$ cat src/rtl/frame_buffer_ctrl.sv
// Frame buffer sequencer: arbitrates the pixel SRAM between the camera-side
// writer (pixcopy) and the SPI-side word readout, one frame per arm request.
module frame_buffer_ctrl #(
    parameter int unsigned ADDR_W = 12,
    parameter int unsigned DATA_W = 16,
    parameter int unsigned DEPTH  = 4096,
    parameter int unsigned RD_LAT = 2
) (
    input  logic              clk,
    input  logic              res,
    input  logic              arm,
    input  logic              abort,
    input  logic              newframe,
    input  logic              cap_write,
    input  logic [ADDR_W-1:0] cap_addr,
    input  logic [DATA_W-1:0] cap_data,
    output logic              capture_en,
    output logic              addrclr,
    input  logic              rd_req,
    output logic              rd_valid,
    output logic [DATA_W-1:0] rd_data,
    output logic              sram_wren,
    output logic [ADDR_W-1:0] sram_wraddr,
    output logic [DATA_W-1:0] sram_data,
    output logic [ADDR_W-1:0] sram_rdaddr,
    input  logic [DATA_W-1:0] sram_q,
    output logic [2:0]        state,
    output logic [ADDR_W:0]   word_count,
    output logic              overflow,
    output logic              busy
);

    typedef enum logic [2:0] {
        StIdle    = 3'd0,
        StArmed   = 3'd1,
        StCapture = 3'd2,
        StReady   = 3'd3,
        StReadout = 3'd4
    } state_e;

    localparam logic [ADDR_W:0] DepthCnt = (ADDR_W + 1)'(DEPTH);
    localparam logic [ADDR_W:0] CntOne   = (ADDR_W + 1)'(1);

    state_e              state_q, state_d;
    logic [ADDR_W:0]     word_count_q, word_count_d;
    logic                overflow_q, overflow_d;
    logic                capture_en_q;
    logic [ADDR_W:0]     rd_ptr_q, rd_ptr_d;
    logic [ADDR_W-1:0]   rdaddr_q;
    logic [RD_LAT-1:0]   vpipe_q, vpipe_d;

    logic wr_req;
    logic wr_room;
    logic rd_window;
    logic rd_accept;

    // An aborting cycle never commits a write, so word_count stays frozen on abort.
    assign wr_req    = cap_write & capture_en_q & ~abort;
    assign wr_room   = word_count_q < DepthCnt;
    assign rd_window = ((state_q == StReady) && (word_count_q != '0)) ||
                       (state_q == StReadout);
    assign rd_accept = rd_req & rd_window & (rd_ptr_q < word_count_q) & ~abort;

    assign sram_wren   = wr_req & wr_room;
    assign sram_wraddr = cap_addr;
    assign sram_data   = cap_data;
    assign sram_rdaddr = rdaddr_q;

    assign capture_en = capture_en_q;
    assign rd_valid   = vpipe_q[RD_LAT-1];
    assign rd_data    = rd_valid ? sram_q : '0;
    assign state      = state_q;
    assign word_count = word_count_q;
    assign overflow   = overflow_q;
    assign busy       = (state_q != StIdle) && (state_q != StReady);

    // Next-state, capture counters and the address-clear strobe.
    always_comb begin
        state_d      = state_q;
        word_count_d = word_count_q;
        overflow_d   = overflow_q;
        addrclr      = 1'b0;

        if (wr_req && wr_room) begin
            word_count_d = word_count_q + CntOne;
        end
        if (wr_req && !wr_room) begin
            overflow_d = 1'b1;
        end

        unique case (state_q)
            StIdle: begin
                if (arm) begin
                    state_d    = StArmed;
                    overflow_d = 1'b0;
                end
            end
            StArmed: begin
                if (newframe) begin
                    state_d      = StCapture;
                    addrclr      = 1'b1;
                    word_count_d = '0;
                end
            end
            StCapture: begin
                if (newframe) begin
                    state_d = StReady;
                end
            end
            StReady: begin
                if (word_count_q == '0) begin
                    state_d = StIdle;
                end else if (rd_req) begin
                    state_d = StReadout;
                end
            end
            StReadout: begin
                if ((rd_ptr_q == word_count_q) && (vpipe_q == '0)) begin
                    state_d = StIdle;
                end
            end
            default: state_d = StIdle;
        endcase

        if (abort) begin
            state_d      = StIdle;
            addrclr      = 1'b0;
            word_count_d = word_count_q;
            overflow_d   = overflow_q;
        end
    end

    // Read pointer restarts from zero whenever the buffer is not being read.
    always_comb begin
        rd_ptr_d = rd_ptr_q;
        if ((state_q != StReady) && (state_q != StReadout)) begin
            rd_ptr_d = '0;
        end else if (rd_accept) begin
            rd_ptr_d = rd_ptr_q + CntOne;
        end
    end

    // Valid shift register tracks accepted requests through the SRAM latency.
    always_comb begin
        vpipe_d    = '0;
        vpipe_d[0] = rd_accept;
        for (int i = 1; i < int'(RD_LAT); i++) begin
            vpipe_d[i] = vpipe_q[i-1];
        end
        if (abort) begin
            vpipe_d = '0;
        end
    end

    // State and datapath registers.
    always_ff @(posedge clk) begin
        if (res) begin
            state_q      <= StIdle;
            word_count_q <= '0;
            overflow_q   <= 1'b0;
            capture_en_q <= 1'b0;
            rd_ptr_q     <= '0;
            rdaddr_q     <= '0;
            vpipe_q      <= '0;
        end else begin
            state_q      <= state_d;
            word_count_q <= word_count_d;
            overflow_q   <= overflow_d;
            capture_en_q <= (state_d == StCapture);
            rd_ptr_q     <= rd_ptr_d;
            vpipe_q      <= vpipe_d;
            if (rd_accept) begin
                rdaddr_q <= rd_ptr_q[ADDR_W-1:0];
            end
        end
    end

endmodule

$ cat config.mk
export PLATFORM = sky130hd
export DESIGN_NAME = frame_buffer_ctrl
export DESIGN_NICKNAME = d
export VERILOG_FILES = /design/src/rtl/frame_buffer_ctrl.sv
export SDC_FILE = /design/constraint.sdc
export NUM_CORES = 1
export LEC_CHECK = 0
export CORE_ASPECT_RATIO = 2
export CORE_UTILIZATION = 44
export CTS_CLUSTER_DIAMETER = 30
export CTS_CLUSTER_SIZE = 12
export DETAILED_ROUTE_END_ITERATION = 7
export GPL_ROUTABILITY_DRIVEN = 0
export GPL_TIMING_DRIVEN = 1
export HOLD_SLACK_MARGIN = 0.08
export MAX_ROUTING_LAYER = met4
export PLACE_DENSITY = 0.87
export SLEW_MARGIN = 20
export SYNTH_ARGS = -nofsm -noshare
export SYNTH_HDL_FRONTEND = slang
export SYNTH_SLANG_ARGS = --single-unit
$ cat constraint.sdc
create_clock -name clk -period 5.7 [get_ports clk]
set_input_delay 1.14 -clock clk [delete_from_list [all_inputs] [get_ports clk]]
set_output_delay 1.14 -clock clk [all_outputs]
set_load 0.05 [all_outputs]
==> results.txt, run 1 <==
The net switching fraction of the power came out at 0.200. The final-report setup violation count came out at 0. The leakage power figure is 1.30 nW.

Subtracting the final worst setup slack from the clock period gives 4.22 ns. The initial core utilization came out at 0.454. The number of placed I/O pins is 129. The flow ran to the end, and the final reports show no timing, DRC or antenna violations. The logic depth of the worst register-to-register path is 7. The post-CTS setup repair buffer count came out at 0. The count of yosys warnings during synthesis came out at 0. The CTS tree is built. The overall fraction of global-route tracks in use came out at 0.237.

The worst clock skew came out at 0.00521 ns. The number of pins with negative max-slew slack in the final report is 0. The final critical-path share of the clock period came out at 0.740. The number of instances resized during post-cts repair came out at 0. The number of enable-type register cells in the synthesized netlist is 0. The synthesis-stage register bit count came out at 45. After clock tree synthesis, the clock-pin slew on the worst setup and hold paths is 0.06 ns. The reported max-cap violation count came out at 0. The power density relative to cell area is 208 mW/mm2.

The number of nets in the finished design is 422. The floorplan die height is 111 um. The post-route setup TNS is 0 ns. The length of the first detailed-routing pass in iterations is 4.

The kind of launch point of the worst setup path is a primary input. The total chip power came out at 0.000690 W. The internal portion of the total power is 0.000552 W. The setup slack of the most critical reg-to-reg path is 2.96 ns. The biggest area contributor in the post-synthesis netlist is sky130_fd_sc_hd__dfxtp_1. The number of nets produced by synthesis is 379. The relative max-transition margin is 0.596. The transition at the pin with the smallest max-transition slack is 0.604 ns. The number of distinct standard cells referenced by the synthesized netlist came out at 41.

The antenna diode instance count came out at 0. The first routing iteration left 61 violations. Ranked by total cell area, the synthesized netlist is headed by sky130_fd_sc_hd__dfxtp_1 (35%), sky130_fd_sc_hd__buf_4 (8.1%), sky130_fd_sc_hd__ha_1 (7.7%). The critical path in this run is classified as primary input to output pin. The worst setup path is captured at an output pin. The synthesized area per cell is 8.31 um2. The clock latency reported for the late side of the worst-skew pair is 0.29 ns. Static timing analysis puts the maximum clock frequency at 237 MHz. Data on the critical path is required at its endpoint by 4.56 ns. In the synthesized netlist the dominant register cell turns out to be sky130_fd_sc_hd__dfxtp_1.

The top cell types in the final layout, fill and taps aside, are sky130_fd_sc_hd__clkdlybuf4s50_1 (72), sky130_fd_sc_hd__dfxtp_1 (45), sky130_fd_sc_hd__nor2_1 (38). The sequential cell area fraction in the yosys report came out at 0.347. The clock net sink count is 45. Of all nets on the critical path, the largest fanout is 9. The hold violation count in the final report was 0. IR analysis of the VDD net gives a maximum drop of 221 uV. The post-detailed-route count of antenna-violating nets is 0. In the synthesized netlist, the number of instances is 312. The area growth from synthesis to layout came out at 28.0%. The fraction of final layout cells sized beyond drive strength 1 is 0.0449. Measured along the x axis, the die boundary spans 56.3 um. For this run, asynchronously set or reset flops after synthesis account for 0.

The number of global-route vias before repair is 2393. The wire-length estimate of the detail-placed layout is 5260 um. The count of hold-fix buffers inserted at cts is 0.

The core region area came out at 0.00571 mm2. The via count is 2372. The share of synthesized area in the top cell type comes to 0.347. Dividing the detail-routed wire length by the instance count gives 16.4 um. The first global-routing pass estimated 11200 um of wire. The routed design has 6860 um of wire. The die covers 0.00622 mm2.

After detailed routing, the number of remaining DRC violations is 0. The relative contribution of combinational cells to total power is 0.048. The clock tree buffer depth came out at 2. The net switching component of the power came out at 0.000138 W. The residual overflow from global routing is 0. The cell area after synthesis came out at 0.00259 mm2. The data arrival time of the worst path is 3.08 ns. The portion of total power attributed to sequential cells is 0.458. The number of antenna violations at the first check in global routing came out at 0. In the routed layout, each cell is associated on average with a via count of 5.69. The total clock buffers created by CTS came out at 5. The startpoint identified for the worst register-to-register timing path is word_count[12].

The deepest level of the CTS H-tree is 2. The worst setup path endpoint is sram_wren. The share of total power dissipated in the clock network is 0.494. Input and output buffers added on the ports amount to 72. The number of placement rows came out at 39. The root buffer cell is sky130_fd_sc_hd__clkbuf_16. Setup repair after global routing left no endpoint under its margin.

The leading cell type in the layout, fill and taps excluded is sky130_fd_sc_hd__clkdlybuf4s50_1. The class of the most critical hold timing path is flop to flop. The endpoint of the lowest-slack register-to-register path is rd_ptr_q[11]. The maximum number of pins on one net before global-route repair came out at 35. The startpoint of the most critical setup path is abort.
## power groups by stage
stage	Combinational [W]	Sequential, W	Clock [W]
floorplan	0.0000630	0.000325	0
global placement	0.0000325	0.000323	0
detailed placement	0.0000328	0.000323	0
CTS	0.0000330	0.000316	0.000342
global route	0.0000350	0.000316	0.000358
finish	0.0000328	0.000316	0.000341
## worst min-delay path by stage
stage	startpoint	to	slack, ns	cells after the start
after floorplan	vpipe_q[0]	vpipe_q[1]	0.41	2
final	vpipe_q[0]	vpipe_q[1]	0.44	2
after global routing	vpipe_q[0]	vpipe_q[1]	0.45	2
after detailed placement	vpipe_q[0]	vpipe_q[1]	0.43	2
after CTS	vpipe_q[0]	vpipe_q[1]	0.44	2
after global placement	vpipe_q[0]	vpipe_q[1]	0.42	2
## sequential cells by signal, summed over array words and instances, names as in the netlist
name / cells
rd_ptr_q: 13
word_count: 13
sram_rdaddr: 12
state: 3
vpipe_q: 2
capture_en: 1
overflow: 1
## metal layers
layer,GRT usage,up-vias,wire length [um]
li1,-,1127,-
met1,0.205,1089,2230
met2,0.418,99,3650
met3,0.0375,57,401
met4,0.213,0,569
met5,-,-,0
## synth_stat cells (all sizes together), types with 2 or more instances
master / count
dfxtp: 45
nor2: 38
buf: 32
a21oi: 19
and2: 18
inv: 17
nand2: 17
ha: 16
xnor2: 13
mux2i: 12
o21ai: 12
nand3: 10
nand4: 10
or3: 8
nor3: 7
clkbuf: 5
a21o: 3
and3: 3
and4: 3
nand2b: 3
or2: 3
nor2b: 2
nor4: 2
nor4b: 2
## final cells by class
type	count	area [um2]
Tap cell	61	76.3
Sequential cell	45	901
Multi-Input combinational cell	213	1370
Timing Repair Buffer	73	728
Fill cell	498	2390
Inverter	17	63.8
Clock inverter	2	37.5
Clock buffer	6	139
## critical path: stages
cell	delay, ns
sky130_fd_sc_hd__clkdlybuf4s50_1	0.57
sky130_fd_sc_hd__nor4bb_1	0.33
sky130_fd_sc_hd__buf_4	0.22
sky130_fd_sc_hd__clkdlybuf4s50_1	0.82
## metrics by stage
| stage | utilization | setup WS, ns | instance area [um2] | instances | hold WS (ns) |
|---|---|---|---|---|---|
| global route | 0.581 | 1.40 | 3320 | 417 | 0.455 |
| global placement | 0.550 | 1.49 | 3140 | 409 | 0.420 |
| finish | 0.581 | 1.48 | 3320 | 417 | 0.441 |
| floorplan | - | 2.23 | 2590 | 312 | 0.408 |
| CTS | 0.581 | 1.47 | 3320 | 417 | 0.438 |
| detailed placement | 0.550 | 1.49 | 3140 | 409 | 0.429 |
## cell families after synthesis
kind of cell	synth area share
and+or+nand+nor	0.267
xor gates and xnor gates	0.0473
DFF	0.347
adders and majority gates	0.0772
AOI/OAI and AO/OA	0.0912
buffers and inverters	0.123
muxes	0.0463
No activity file was read; power rests on OpenSTA's default activity.
==> inputs of run 2 (changes only) <==
--- a/config.mk
+++ b/config.mk
@@ -6,7 +6,7 @@
 export NUM_CORES = 1
 export LEC_CHECK = 0
 export CORE_ASPECT_RATIO = 2
-export CORE_UTILIZATION = 44
+export CORE_UTILIZATION = 41
 export CTS_CLUSTER_DIAMETER = 30
 export CTS_CLUSTER_SIZE = 12
 export DETAILED_ROUTE_END_ITERATION = 7
@@ -14,7 +14,7 @@
 export GPL_TIMING_DRIVEN = 1
 export HOLD_SLACK_MARGIN = 0.08
 export MAX_ROUTING_LAYER = met4
-export PLACE_DENSITY = 0.87
+export PLACE_DENSITY = 0.82
 export SLEW_MARGIN = 20
 export SYNTH_ARGS = -nofsm -noshare
 export SYNTH_HDL_FRONTEND = slang
==> constraint.sdc (replaced) <==
create_clock -name clk -period 4.3 [get_ports clk]
set_input_delay 0.86 -clock clk [delete_from_list [all_inputs] [get_ports clk]]
set_output_delay 0.86 -clock clk [all_outputs]
set_load 0.05 [all_outputs]
==> results.txt, run 2 (synthesis gave the netlist of run 1 again) <==
The residual overflow from global routing is 0 (unchanged). The die outline width was 58.2 um (+3.5%). STA classifies the critical path endpoint as an output pin. The post-route non-filler standard cell count came to 440 (+5.5%).

The cell at the slowest stage of the critical path is sky130_fd_sc_hd__clkdlybuf4s50_1. Timing would allow up to 289 MHz. The cell count after placement was 432 (+5.6%). The area occupied by multi-input gates is 0.00137 mm2 (unchanged). The critical path required time came out at 3.44 ns (-1.12 ns).

The detailed-route vias per instance came to 5.20 (-8.7%). The total chip power came out at 0.000840 W (+22%). The post-route setup TNS is 0 ns (unchanged).

The cell area after layout is 0.00332 mm2 (+0.19%). The post-placement cell area came to 0.00318 mm2 (+1.2%). The wire length of the first global-routing pass came out at 10400 um (-7.1%). The routed length per placed instance came out at 14.2 um (-13%). The worst setup path is of the primary input to output pin kind.

The run finished with clean final reports. The number of global-route vias before repair came to 2290 (-4.3%). The post-CTS setup repair buffer count is 0 (unchanged).

The fill cell total of the finished layout is 555 (+11%). The number of nets in the finished design came out at 422 (unchanged). The largest fanout of any net on the critical path came out at 8 (-1). The sequential standard cell area is 901 um2 (unchanged).

The number of pins with negative max-slew slack in the final report came to 0 (unchanged). The die area is 0.00666 mm2 (+7.1%). The data arrival time of the worst path is 2.59 ns (-0.49 ns). The post-detailed-route count of antenna-violating nets came to 0 (unchanged). The hold violation count in the final report is 0 (unchanged). The clock slew seen by the registers of the worst setup and hold paths came out at 0.06 ns (about the same). STA classifies the critical path startpoint as a primary input. The number of placed I/O pins is 129 (unchanged). The transition at the pin with the smallest max-transition slack was 0.615 ns (+0.0113 ns).

Signal routing reaches up to met4. The initial core utilization is 0.428 (-0.0260). The relative max-transition margin came out at 0.589 (-0.00754).

Traced cell by cell, the critical path runs through clkdlybuf4s50_1 -> nor3_1 -> clkdlybuf4s50_1. The met2 wirelength from detailed routing is 3430 um (-6.2%). The antenna diode instance count is 0 (unchanged). The number of placement rows came out at 40 (+2.6%).

By instance count, the cell type seen most on the critical path is sky130_fd_sc_hd__clkdlybuf4s50_1. The library cells used most frequently in the layout, excluding fill and tap cells, are sky130_fd_sc_hd__clkdlybuf4s50_1 (71), sky130_fd_sc_hd__dfxtp_1 (45), sky130_fd_sc_hd__nor2_1 (38). The clock latency reported for the late side of the worst-skew pair is 0.29 ns (about the same).

The power density relative to cell area came out at 253 mW/mm2 (+22%). The DRC marker count from the first detailed-route iteration was 57 (-6.6%). The worst IR drop on VDD is 150 uV (-32%). The amount of wire on met3 after detailed routing came to 283 um (-29%).

The reported max-cap violation count is 0 (unchanged). The via count came out at 2286 (-3.6%). The number of instances resized during post-cts repair is 0 (unchanged). The post-route met1 wirelength was 2170 um (-2.6%). The number of DRC violations after detailed routing came out at 0 (unchanged).

Setup repair after global routing left no endpoint under its margin. The deepest level of the CTS H-tree came out at 2 (unchanged). The final critical-path share of the clock period is 0.803. The core region area came out at 0.00606 mm2 (+6.1%). The utilization of the core after routing is 0.549 (-0.0322). The overall fraction of global-route tracks in use came to 0.209 (-0.0279). The library cell used most frequently in the layout, excluding fill and tap cells, is sky130_fd_sc_hd__clkdlybuf4s50_1. The maximum number of pins on one net before global-route repair was 35 (unchanged).

The leakage power figure is 1.28 nW (-1.2%). The number of antenna violations at the first check in global routing came out at 0 (unchanged). The floorplan die height came to 114 um (+3.5%). The detailed placement HPWL is 4970 um (-5.6%). The maximum cell stage delay along the critical path came out at 0.85 ns (+0.03 ns). The worst clock skew came to 0.00284 ns (-0.00237 ns). The total wire length after detailed routing came out at 6270 um (-8.5%). The total clock buffers created by CTS is 5 (unchanged). TritonCTS built the clock tree.

The clock tree buffer depth is 2 (unchanged). The final-report setup violation count came out at 0 (unchanged). The count of hold-fix buffers inserted at cts came out at 0 (unchanged). The clock net sink count is 45 (unchanged). The buffering stage count on the worst path with inverters included is 2 (-1). The length of the first detailed-routing pass in iterations is 4 (unchanged). The minimum clock period after layout came out at 3.45 ns. From synthesis to final layout, the design area changed by 28.2%. The fraction of final layout cells sized beyond drive strength 1 is 0.0449 (unchanged).

Broken down by cell family, the worst path's largest delay share belongs to buffers and inverters. The root buffer cell is sky130_fd_sc_hd__clkbuf_16. The count of buffers from port buffering is 72 (unchanged). The class of the most critical hold timing path is flop to flop.
-- run 2: changes by cell type in the layout (fill, tap and decap cells not counted) --
cell and delta:
sky130_fd_sc_hd__clkbuf_1 +1, sky130_fd_sc_hd__buf_12 +1, sky130_fd_sc_hd__bufinv_16 -1, sky130_fd_sc_hd__clkbuf_8 -1, sky130_fd_sc_hd__clkinvlp_4 +1, sky130_fd_sc_hd__clkdlybuf4s50_1 -1
-- run 2: path summary, 6_finish.rpt --
kind	start	end	slack [ns]	cells past startpoint
max reg2reg	word_count[12]	rd_ptr_q[11]	1.52	7
min	vpipe_q[0]	vpipe_q[1]	0.44	2
max	abort	addrclr	0.85	3
min reg2reg	vpipe_q[0]	vpipe_q[1]	0.44	2
-- run 2: metal layers --
metal,GRT usage,vias up
met5,-,-
met4,0.144,0
li1,-,1128
met1,0.190,1052
met2,0.381,75
met3,0.0328,31
-- run 2: worst register-to-register path, stage by stage (launching register included) --
cell and delay, ns:
sky130_fd_sc_hd__dfxtp_1 0.42, sky130_fd_sc_hd__inv_1 0.09, sky130_fd_sc_hd__ha_1 0.35, sky130_fd_sc_hd__a2111oi_0 0.47
sky130_fd_sc_hd__and4_4 0.33, sky130_fd_sc_hd__nand3_4 0.31, sky130_fd_sc_hd__or4_1 0.61, sky130_fd_sc_hd__a21oi_1 0.14
-- run 2: power breakdown --
part           switching (W)  internal [W]
combinational      0.0000194     0.0000243
clock               0.000162      0.000215
sequential        0.00000123      0.000417
-- run 2: final cells by class --
cell class	count	share of cell area
tap	84	0.0316
inverter	17	0.0192
sequential	45	0.271
timing repair buffer	73	0.222
clock buffer	6	0.0388
multi-input combinational	213	0.413
clock inverter	2	0.00452
-- run 2: metrics by stage --
stage          setup slack, ns  hold WS [ns]
2_1_floorplan             1.39         0.408
3_3_place_gp             0.900         0.416
3_5_place_dp             0.844         0.427
4_1_cts                  0.839         0.439
5_1_grt                  0.798         0.465
6_report                 0.845         0.439
==> inputs of run 3 (changes only) <==
==> constraint.sdc (replaced) <==
create_clock -name clk -period 3.45 [get_ports clk]
set_input_delay 0.69 -clock clk [delete_from_list [all_inputs] [get_ports clk]]
set_output_delay 0.69 -clock clk [all_outputs]
set_load 0.05 [all_outputs]
==> results.txt, run 3 (synthesis gave the netlist of run 1 again) <==
The flow ran to the end, and the final reports show no timing, DRC or antenna violations. The total wire length after detailed routing came out at 6190 um (-1.2%). The power density relative to cell area came out at 318 mW/mm2 (+26%). The clock tree buffer depth came to 2 (unchanged). The worst-case hold path end point is vpipe_q[1].

In the layout the commonest cells are sky130_fd_sc_hd__clkdlybuf4s50_1 (70), sky130_fd_sc_hd__dfxtp_1 (45), sky130_fd_sc_hd__nor2_1 (38). The capturing element type of the critical path is an output pin. The post-detailed-route count of antenna-violating nets came out at 0 (unchanged). In this design, the critical path's most frequently occurring cell is sky130_fd_sc_hd__clkdlybuf4s50_1. The worst clock skew came out at 0.00418 ns (+0.00134 ns). The overall fraction of global-route tracks in use came out at 0.199 (-0.0105).

The cell area after layout is 0.00335 mm2 (+0.64%). The post-placement cell area came out at 0.00319 mm2 (+0.39%). The number of antenna violations at the first check in global routing was 0 (unchanged).

The count of hold-fix buffers inserted at cts came out at 0 (unchanged). The routed length per placed instance is 14.0 um (-1.7%). The post-CTS setup repair buffer count is 0 (unchanged). The detailed placement HPWL came out at 4860 um (-2.1%).

The deepest level of the CTS H-tree is 2 (unchanged). The final hold slack is 0.431 ns (-0.00714 ns). The clock latency reported for the late side of the worst-skew pair is 0.29 ns (about the same).

The maximum cell stage delay along the critical path is 0.82 ns (-0.03 ns). Timing would allow up to 361 MHz. The relative max-transition margin was 0.576 (-0.0127). The cell count after placement came to 434 (+0.46%). The number of placement rows is 40 (unchanged). The origin of the critical flop-to-flop path is word_count[12]. The maximum number of pins on one net before global-route repair is 28 (-20%). The DRC marker count from the first detailed-route iteration was 81 (+42%). The clock slew seen by the registers of the worst setup and hold paths came to 0.06 ns (about the same). The kind of cell with the highest combined delay along the critical path is buffers and inverters. The largest fanout of any net on the critical path is 1 (-7). The post-route non-filler standard cell count is 442 (+0.45%). The logic depth of the worst register-to-register path is 7 (unchanged). The core region area is 0.00606 mm2 (unchanged).

The wire length of the first global-routing pass is 9890 um (-5.0%). The data arrival time of the worst path is 2.08 ns (-0.51 ns). The number of global-route vias before repair is 2204 (-3.8%).

The critical path goes through clkdlybuf4s50_1 -> and2_1 -> clkdlybuf4s50_1. Setup repair after global routing left no endpoint under its margin. The residual overflow from global routing is 0 (unchanged). TritonCTS built the clock tree. The root buffer cell is sky130_fd_sc_hd__clkbuf_16.

The leakage power figure is 1.31 nW (+1.9%). The clock net sink count came out at 45 (unchanged). The buffering stage count on the worst path with inverters included was 2 (unchanged). The count of buffers from port buffering came out at 72 (unchanged).

Leaving out fill and tap cells, the most frequent cell in the layout is sky130_fd_sc_hd__clkdlybuf4s50_1. The worst hold path begins at vpipe_q[0]. The endpoint identified for the worst register-to-register timing path is rd_ptr_q[11]. The area growth from synthesis to layout is 29.1%.

The minimum clock period after layout is 2.77 ns. Among all stages on the critical path, the largest delay is contributed by sky130_fd_sc_hd__clkdlybuf4s50_1. The final-report setup violation count is 0 (unchanged). The via count came out at 2324 (+1.7%).

STA classifies the critical path startpoint as a primary input. The worst IR drop on VDD is 260 uV (+73%). The number of placed I/O pins came out at 129 (unchanged). The number of nets in the finished design is 424 (+0.47%).

The die outline width is 58.2 um (unchanged). The length of the first detailed-routing pass in iterations came out at 4 (unchanged). The die area was 0.00666 mm2 (unchanged). The floorplan die height is 114 um (unchanged). The number of instances resized during post-cts repair came out at 0 (unchanged). The fraction of final layout cells sized beyond drive strength 1 was 0.0559 (+0.0109). The detailed-route vias per instance is 5.26 (+1.2%). The hold path depth was 2 (unchanged). The post-route setup TNS came out at 0 ns (unchanged). The total clock buffers created by CTS came out at 5 (unchanged). The number of pins with negative max-slew slack in the final report was 0 (unchanged).

The antenna diode instance count came to 0 (unchanged). The start-to-end type of the worst setup path is primary input to output pin. The setup slack of the most critical reg-to-reg path is 0.86 ns (-0.66 ns).

The most critical setup path has its startpoint at sram_q[1]. The number of DRC violations after detailed routing is 0 (unchanged). The class of the most critical hold timing path is flop to flop. The reported max-cap violation count is 0 (unchanged).

The hold violation count in the final report is 0 (unchanged). The initial core utilization is 0.428 (unchanged). The transition at the pin with the smallest max-transition slack came out at 0.627 ns (+0.0122 ns). The final critical-path share of the clock period came out at 0.804. The critical path required time is 2.76 ns (-0.68 ns).
[run 3: changes by cell type in the layout (fill, tap and decap cells not counted), sizes merged]
cell,before,now
buf,2,5
clkdlybuf4s50,71,70
clkinv,0,2
clkinvlp,2,0
[run 3: layer usage]
layer	vias to the layer above	track usage	wire, um
li1	1133	-	-
met1	1089	0.171	2120
met2	81	0.377	3470
met3	21	0.0339	311
met4	0	0.122	294
met5	-	-	0
[run 3: worst min-delay path, delay by kind of cell, from the launching register on]
family	cells	cell delay, ns
flops	1	0.31
buf+inv	1	0.05
simple gates	1	0.03
[run 3: worst max path at each step]
stage | to | slack [ns] | cells after the start
floorplan | word_count[0] | 0.71 | 5
global placement | rd_ptr_q[11] | 0.50 | 7
detailed placement | rd_ptr_q[11] | 0.46 | 7
CTS | rd_data[1] | 0.67 | 3
global route | rd_ptr_q[11] | 0.58 | 7
finish | rd_data[1] | 0.68 | 3
[run 3: power by group]
part	internal, W	leakage [nW]	switching [W]
registers	0.000520	0.362	0.00000159
clock network	0.000288	0.0768	0.000200
logic	0.0000310	0.868	0.0000234
[run 3: final cells by class]
| cell class | instances | area, um2 |
|---|---|---|
| well taps | 84 | 105 |
| fillers | 558 | 2710 |
| repair buffers | 75 | 751 |
| flip-flops and latches | 45 | 901 |
| clock buffers | 6 | 139 |
| clock inverters | 2 | 13.8 |
| inverters | 17 | 63.8 |
| multi-input cells | 213 | 1370 |
[run 3: metrics by stage]
stage	total power, W	utilization	setup slack (ns)
after global placement	0.000588	0.527	0.503
after detailed placement	0.000588	0.527	0.462
after global routing	0.00109	0.552	0.579
after floorplan	0.000641	-	0.712
after CTS	0.00107	0.552	0.666
final	0.00106	0.552	0.677
